[config.mk]
export PLATFORM = sky130hd
export DESIGN_NAME = fadd_pipe
export DESIGN_NICKNAME = d
export VERILOG_FILES = /design/src/rtl/fadd_pipe.sv
export SDC_FILE = /design/constraint.sdc
export NUM_CORES = 1
export LEC_CHECK = 0
export CELL_PAD_IN_SITES_DETAIL_PLACEMENT = 2
export CELL_PAD_IN_SITES_GLOBAL_PLACEMENT = 2
export CORE_MARGIN = 5
export CORE_UTILIZATION = 43
export CTS_CLUSTER_SIZE = 30
export DETAILED_ROUTE_END_ITERATION = 6
export PLACE_DENSITY_LB_ADDON = 0.15
export SYNTH_ARGS = -nofsm -noshare
export SYNTH_HDL_FRONTEND = slang
export SYNTH_SLANG_ARGS = --single-unit
export TNS_END_PERCENT = 30
[constraint.sdc]
create_clock -name clk -period 35.5 [get_ports clk]
set_input_delay 7.1 -clock clk [delete_from_list [all_inputs] [get_ports clk]]
set_output_delay 7.1 -clock clk [all_outputs]
set_load 0.01 [all_outputs]
[src/rtl/fadd_pipe.sv]
// rtl/fadd_pipe.sv - three-stage pipelined IEEE-754 adder/subtractor with valid/ready handshake
module fadd_pipe #(
  parameter int EXP_W  = 8,
  parameter int FRAC_W = 23,
  localparam int W = 1 + EXP_W + FRAC_W
) (
  input  logic         clk,
  input  logic         clrn,
  input  logic         in_valid,
  output logic         in_ready,
  input  logic [W-1:0] a,
  input  logic [W-1:0] b,
  input  logic         sub,
  input  logic [1:0]   rm,
  output logic         out_valid,
  input  logic         out_ready,
  output logic [W-1:0] s,
  output logic         ovf,
  output logic         inx,
  output logic         inv,
  output logic [2:0]   flags,
  input  logic         flag_clr
);

  // M: hidden bit + fraction + guard/round/sticky; XE: exponent with overflow headroom
  localparam int M  = FRAC_W + 4;
  localparam int XE = EXP_W + 2;
  localparam logic [W-1:0] QNAN = {1'b0, {EXP_W{1'b1}}, 1'b1, {(FRAC_W-1){1'b0}}};

  logic adv;
  logic v0, v1, v2;

  // operand capture stage
  logic [W-1:0] p0_a, p0_b;
  logic         p0_sub;
  logic [1:0]   p0_rm;

  // align stage outputs
  logic [EXP_W-1:0]  ea, eb, xa, xb, xl, xs, ediff;
  logic [FRAC_W-1:0] fa, fb;
  logic              sa, sbe, sl, swap;
  logic              nan_a, nan_b, inf_a, inf_b;
  logic [M-1:0]      ma, mb, ml, ms, ms_al;
  logic [2*M-1:0]    shw;
  logic              sp_c;
  logic [W-1:0]      sp_res_c;
  logic              sp_inv_c;

  logic [EXP_W-1:0] p1_e;
  logic [M-1:0]     p1_ml, p1_ms;
  logic             p1_sign, p1_esub, p1_zs, p1_sp, p1_spinv;
  logic [W-1:0]     p1_spres;
  logic [1:0]       p1_rm;

  logic [M:0]       sum_c;
  logic [M:0]       p2_sum;
  logic [EXP_W-1:0] p2_e;
  logic             p2_sign, p2_zs, p2_sp, p2_spinv;
  logic [W-1:0]     p2_spres;
  logic [1:0]       p2_rm;

  // normalise/round stage
  int                lz, lim, shamt;
  logic [M-1:0]      mn;
  logic [XE-1:0]     en, ef;
  logic              g, r, st, lsb, any, up, to_inf, ovf_c;
  logic [FRAC_W+1:0] rnd;
  logic [FRAC_W-1:0] frac;
  logic [W-1:0]      res_c;
  logic              ovf_o, inx_o, inv_o;

  assign adv      = !out_valid || out_ready;
  assign in_ready = adv;

  always_comb begin
    ea    = p0_a[W-2:FRAC_W];
    eb    = p0_b[W-2:FRAC_W];
    fa    = p0_a[FRAC_W-1:0];
    fb    = p0_b[FRAC_W-1:0];
    sa    = p0_a[W-1];
    sbe   = p0_b[W-1] ^ p0_sub;
    nan_a = (&ea) & (|fa);
    nan_b = (&eb) & (|fb);
    inf_a = (&ea) & ~(|fa);
    inf_b = (&eb) & ~(|fb);
    xa    = (ea == '0) ? EXP_W'(1) : ea;
    xb    = (eb == '0) ? EXP_W'(1) : eb;
    ma    = {|ea, fa, 3'b000};
    mb    = {|eb, fb, 3'b000};
    swap  = {eb, fb} > {ea, fa};
    sl    = swap ? sbe : sa;
    xl    = swap ? xb : xa;
    xs    = swap ? xa : xb;
    ml    = swap ? mb : ma;
    ms    = swap ? ma : mb;
    ediff = xl - xs;
    shw   = {ms, {M{1'b0}}} >> ediff;
    if (32'(ediff) >= FRAC_W + 3) ms_al = {{(M-1){1'b0}}, |ms};
    else ms_al = shw[2*M-1:M] | {{(M-1){1'b0}}, |shw[M-1:0]};

    sp_c     = nan_a | nan_b | inf_a | inf_b;
    sp_res_c = QNAN;
    sp_inv_c = 1'b0;
    if (nan_a | nan_b) begin
      sp_inv_c = (nan_a & ~fa[FRAC_W-1]) | (nan_b & ~fb[FRAC_W-1]);
    end else if (inf_a & inf_b & (sa != sbe)) begin
      sp_inv_c = 1'b1;
    end else if (inf_a) begin
      sp_res_c = p0_a;
    end else if (inf_b) begin
      sp_res_c = {sbe, p0_b[W-2:0]};
    end
  end

  // magnitudes are pre-ordered, so subtraction never goes negative
  assign sum_c = p1_esub ? ({1'b0, p1_ml} - {1'b0, p1_ms}) : ({1'b0, p1_ml} + {1'b0, p1_ms});

  always_comb begin
    lz = M;
    for (int i = 0; i < M; i++) begin
      if (p2_sum[i]) lz = M - 1 - i;
    end
    lim   = int'(p2_e) - 1;
    shamt = 0;
    if (p2_sum[M]) begin
      mn = p2_sum[M:1] | {{(M-1){1'b0}}, p2_sum[0]};
      en = XE'(p2_e) + XE'(1);
    end else begin
      shamt = (lz < lim) ? lz : lim;
      mn    = p2_sum[M-1:0] << shamt;
      en    = XE'(p2_e) - XE'(shamt);
    end

    g   = mn[2];
    r   = mn[1];
    st  = mn[0];
    lsb = mn[3];
    any = g | r | st;
    case (p2_rm)
      2'd0:    up = g & (r | st | lsb);
      2'd1:    up = p2_sign & any;
      2'd2:    up = ~p2_sign & any;
      default: up = 1'b0;
    endcase
    rnd = {1'b0, mn[M-1:3]} + (FRAC_W+2)'(up);

    // a carry out of rounding bumps the exponent; no hidden bit means denormal
    if (rnd[FRAC_W+1]) begin
      ef   = en + XE'(1);
      frac = '0;
    end else if (rnd[FRAC_W]) begin
      ef   = en;
      frac = rnd[FRAC_W-1:0];
    end else begin
      ef   = '0;
      frac = rnd[FRAC_W-1:0];
    end

    ovf_c  = ef >= XE'({EXP_W{1'b1}});
    to_inf = (p2_rm == 2'd0) | ((p2_rm == 2'd1) & p2_sign) | ((p2_rm == 2'd2) & ~p2_sign);
    res_c  = {p2_sign, ef[EXP_W-1:0], frac};
    ovf_o  = 1'b0;
    inx_o  = any;
    inv_o  = 1'b0;
    if (p2_sp) begin
      res_c = p2_spres;
      inx_o = 1'b0;
      inv_o = p2_spinv;
    end else if (p2_sum == '0) begin
      res_c = {p2_zs, {(W-1){1'b0}}};
      inx_o = 1'b0;
    end else if (ovf_c) begin
      res_c = to_inf ? {p2_sign, {EXP_W{1'b1}}, {FRAC_W{1'b0}}}
                     : {p2_sign, {{(EXP_W-1){1'b1}}, 1'b0}, {FRAC_W{1'b1}}};
      ovf_o = 1'b1;
      inx_o = 1'b1;
    end
  end

  always_ff @(posedge clk) begin
    if (adv) begin
      p0_a     <= a;
      p0_b     <= b;
      p0_sub   <= sub;
      p0_rm    <= rm;
      p1_e     <= xl;
      p1_ml    <= ml;
      p1_ms    <= ms_al;
      p1_sign  <= sl;
      p1_esub  <= sa ^ sbe;
      p1_zs    <= (sa == sbe) ? sa : (p0_rm == 2'd1);
      p1_sp    <= sp_c;
      p1_spres <= sp_res_c;
      p1_spinv <= sp_inv_c;
      p1_rm    <= p0_rm;
      p2_sum   <= sum_c;
      p2_e     <= p1_e;
      p2_sign  <= p1_sign;
      p2_zs    <= p1_zs;
      p2_sp    <= p1_sp;
      p2_spres <= p1_spres;
      p2_spinv <= p1_spinv;
      p2_rm    <= p1_rm;
    end
  end

  always_ff @(posedge clk or negedge clrn) begin
    if (!clrn) begin
      v0        <= 1'b0;
      v1        <= 1'b0;
      v2        <= 1'b0;
      out_valid <= 1'b0;
      s         <= '0;
      ovf       <= 1'b0;
      inx       <= 1'b0;
      inv       <= 1'b0;
    end else if (adv) begin
      v0        <= in_valid;
      v1        <= v0;
      v2        <= v1;
      out_valid <= v2;
      if (v2) begin
        s   <= res_c;
        ovf <= ovf_o;
        inx <= inx_o;
        inv <= inv_o;
      end
    end
  end

  always_ff @(posedge clk or negedge clrn) begin
    if (!clrn) begin
      flags <= 3'b000;
    end else if (out_valid && out_ready) begin
      flags <= (flag_clr ? 3'b000 : flags) | {inv, ovf, inx};
    end else if (flag_clr) begin
      flags <= 3'b000;
    end
  end

endmodule

# Word level (Yosys, flattened, before mapping)
# Cells that the tools add are included.
# W data, S select, Z words.
totals:
  reg_bits: 284
  latch_bits: 0
  ramBits: 0
  romBits: 0
  word_cells: 162
  memories: 0
op_classes:
  addsub: 8
  mul: 0
  div_mod_pow: 0
  n_lt_le_gt_ge: 4
  eq_ne: 5
  n_shift: 2
  n_mux: 61
  n_bitwise: 33
  n_reduce_logical: 17
ops:
  columns: ["op", "count"]
  rows:
  - ["$mux W32", 31]
  - ["$mux W27", 3]
  - ["$or A27 B1 Y27", 2]
  - ["$reduce_or A27 Y1", 2]
  - ["$shr A54 B8 Y54", 1]
  - ["$reduce_or A23 Y1", 2]
  - ["$lt A32 B9 Y1", 1]
  - ["$mux W8", 4]
  - ["$shl A27 B32 Y27", 1]
  - ["$gt A31 B31 Y1", 1]
  - ["$mux W31", 1]
  - ["$mux W10", 3]
  - ["$add A27 B27 Y28", 1]
  - ["$logic_not A28 Y1", 1]
  - ["$mux W28", 1]
  - ["$sub A27 B27 Y28", 1]
  - ["$add A24 B1 Y25", 1]
  - ["$mux W24", 1]
  - ["$mux W23", 1]
  - ["$logic_not A8 Y1", 2]
  - ["$reduce_and A8 Y1", 2]
  - ["$reduce_or A8 Y1", 2]
  - ["$and A1 B1 Y1", 13]
  - ["$mux W1", 13]
  - ["other kinds (23)", 39]

# Depth between registers and ports, before layout
depth:
  depth_word: 42
  mapped_depth: 39

# Least setup slack after synthesis
# OpenSTA, ideal clock, no wires.
synth_timing:
  path_kind: "input to output"
  start: "in out_ready"
  end: "out in_ready"
  t_arrival_ps: 13884
  t_required_ps: 28400
  slack_ps: 14516
  stages: 2
  path_cell_list: "nand2b_1 > clkbuf_1"
synth_between:
  elab_chain_cells: 1
synth_rtl:
  columns: ["item", "line", "text"]
  rows:
  - ["start: declaration", "16", "input logic out_ready,"]
  - ["$logic_or A1 B1 Y1", "72", "assign adv = !out_valid || out_ready;"]
  - ["end: declaration", "10", "output logic in_ready,"]
# Every way passes these cells.

# Final worst setup path
# Same ends and word-level chain as after synthesis.

==> results.md <==
* TritonCTS clock tree: yes
* Outcome: completed
* Cell Rows at 78
* Worst EP required at 28.40 ns
* DRT antenna net count at 0
* Die Area at 50,100 um2
* Top-area cell type share of the netlist area at 36.5%
* Max_cap viols at 0
* Post-synth top cells: edfxtp_1, nand2_1, nor2_1, a21oi_1, o21ai_0
* Final Max Slew Viols at 0
* Initial antenna violation count at 1
* Worst slew pin tran at 1.30 ns
* Ys flop type: edfxtp_1
* Post-synth ARST share at 14.9%
* Setup_tns at 0 ns
* Hold WC Path Type: flip-flop to flip-flop
* DRC viols at 0
* Fillcell total at 4,651
* Peak fanout along the critical path at 52
* CTS max path bufs at 3
* CTS sink count at 281
* Buffers on Ports at 111
* Clk root buf: clkbuf_16
* Total CTS buffers at 31
* Storage cell area at 8230 um2
* Synth Warn # at 0
* Final wirelength at 78.2 mm
* Unique masters post-synth at 111
* Crit. Startpoint: out_ready
* Final period util at 45.3%
* Slew HR at 13.4%
* Die Span X at 224 um
* Layout net count at 2,227
* Register area share after synthesis at 41.8%
* WP data arrival at 8.99 ns
* Routed wl met3 at 2.91 mm
* Critical path class: primary input to output port
* Vias in the first global route at 18.8k
* Synth-to-layout area growth at 14.2%
* Core Box Area at 45,300 um2
* CTS H-Tree Depth at 1
* Fin crit period at 16.09 ns
* Initial DRC count at 1,164
* Setup Viol. Count Final at 0
* Initial Util at 43.4%
* Post-CTS Setup Bufs at 0
* Startpoint types: primary input
* CTS clk-pin slew, worst paths at 0.06 ns
* Clk_skew at 0.0289 ns
* Hold path start: p1_spres[18]
* Post-Route M1 WL at 31.6 mm
* First-pass GRT wire length at 119 mm
* Crit. End Element: output port
* Area of the multi-input gates at 10,700 um2
* Most common cell in the netlist: edfxtp_1
* Die extent in y at 224 um
* Post-synth top area cell: edfxtp_1
* Final RePlAce weighted congestion at 0.941
* Hold buffers post-CTS at 0
* CTS resizes at 0
* Fmax at 62.2 MHz
* Largest net degree at the start of global routing at 196
* Number of flops mapped to enable cells by yosys at 239
* Mean post-synth cell area at 9.88 um2
* Met2 routed WL at 39.4 mm
* Total grt overflow at 0
* Gr usage total at 30.3%
* Highest metal used: met4
* Boundary pin count at 112
* Hold Violations, Final at 0
* Share of post-route cells with drive strength above 1 at 9.20%
* Vias at 17.4k
* Area contributors post-synth: edfxtp_1, dfrtp_1, ha_1, mux4_2, nand2_1
* Reg-to-Reg Start: p2_sum[12]
* Detailed Routing Iterations Pass 1 at 5
* DR vias/cell at 6.44
* Clock latency on the worst-skew pair at 0.61 ns
* DP HPWL at 55.7 mm
* Mapped Cells at 1,990
* Yosys reg bits at 281
* RSZ-0062 raised after global routing: false
* Average wire per cell in the routed design at 29.0 um
* Synth Cell Area at 19,700 um2
## layer usage
metal | up-vias | global-route usage [%]
met5 | - | 0
met4 | 0 | 13.5
met3 | 184 | 3.16
met2 | 494 | 53.5
met1 | 9000 | 37.5
li1 | 7691 | -
## cell usage in the layout, fill, tap and decap left out, types with 30 or more instances in the layout
cell / instances
ha_1: 80
inv_1: 92
mux2i_1: 59
xnor2_1: 68
dfrtp_1: 42
nor3_1: 56
nor4_1: 34
conb_1: 30
nand2_1: 185
clkbuf_16: 31
o21ai_0: 95
a21oi_1: 131
mux4_2: 32
edfxtp_1: 239
and3_1: 39
a211oi_1: 30
nor2_1: 155
clkdlybuf4s50_1: 110
nand3_1: 59
## cell families (layout without fill, tap and decap cells)
group,count (synthesis),in the layout,share of synthesized area [%]
AOI/OAI and AO/OA,532,532,19.2
other,2,31,0.0382
and+or+nand+nor,680,680,17.2
adders and majority gates,83,83,5.34
DFF,281,281,41.8
buffers and inverters,208,288,4.50
xor gates and xnor gates,96,96,4.27
muxes,108,108,7.65
## worst max-delay path, stage by stage
cell	delay [ns]
clkdlybuf4s50_1	0.53
nand2b_4	0.67
clkdlybuf4s50_1	0.69
## final timing paths
kind	to	depth (start not counted)	slack [ns]
min in group asynchronous	s[12]	2	6.62
worst max-delay path	in_ready	3	19.41
max in group asynchronous	ovf	2	28.44
worst min register to register	p2_spres[18]	0	0.42
worst max register to register	s[22]	25	25.12
worst min-delay path	p2_spres[18]	0	0.42
## per-stage QoR
step / worst slack [ns] / hold slack (ns) / std cells / utilization (%) / area, um2
global placement: 19.47 / 0.401 / 2639 / 47.1 / 21300
floorplan: 14.52 / 0.400 / 2018 / - / 19800
finish: 19.41 / 0.419 / 2699 / 49.6 / 22500
global route: 19.31 / 0.424 / 2699 / 49.6 / 22500
detailed placement: 19.40 / 0.405 / 2639 / 47.1 / 21300
CTS: 19.38 / 0.420 / 2697 / 49.6 / 22400
## final cells by class
cell class / instances / share of cell area [%]
clock buffers: 45 / 3.87
repair buffers: 134 / 5.74
flip-flops and latches: 281 / 36.6
well taps: 600 / 3.34
diodes: 1 / 0.0111
inverters: 96 / 1.62
multi-input cells: 1529 / 47.7
clock inverters: 13 / 1.04
## state kept, by name, indices dropped and copies added (netlist names), 3 cells and up
signal and cells:
flags 3, p0_a 32, p0_b 32, p1_e 8, p1_ml 24, p1_ms 27
p1_spres 32, p2_e 8, p2_spres 32, p2_sum 28, s 32
Power is left out: the tool's default activity adds up to more than one toggle a clock period on the data nets, which glitch-free logic cannot reach.
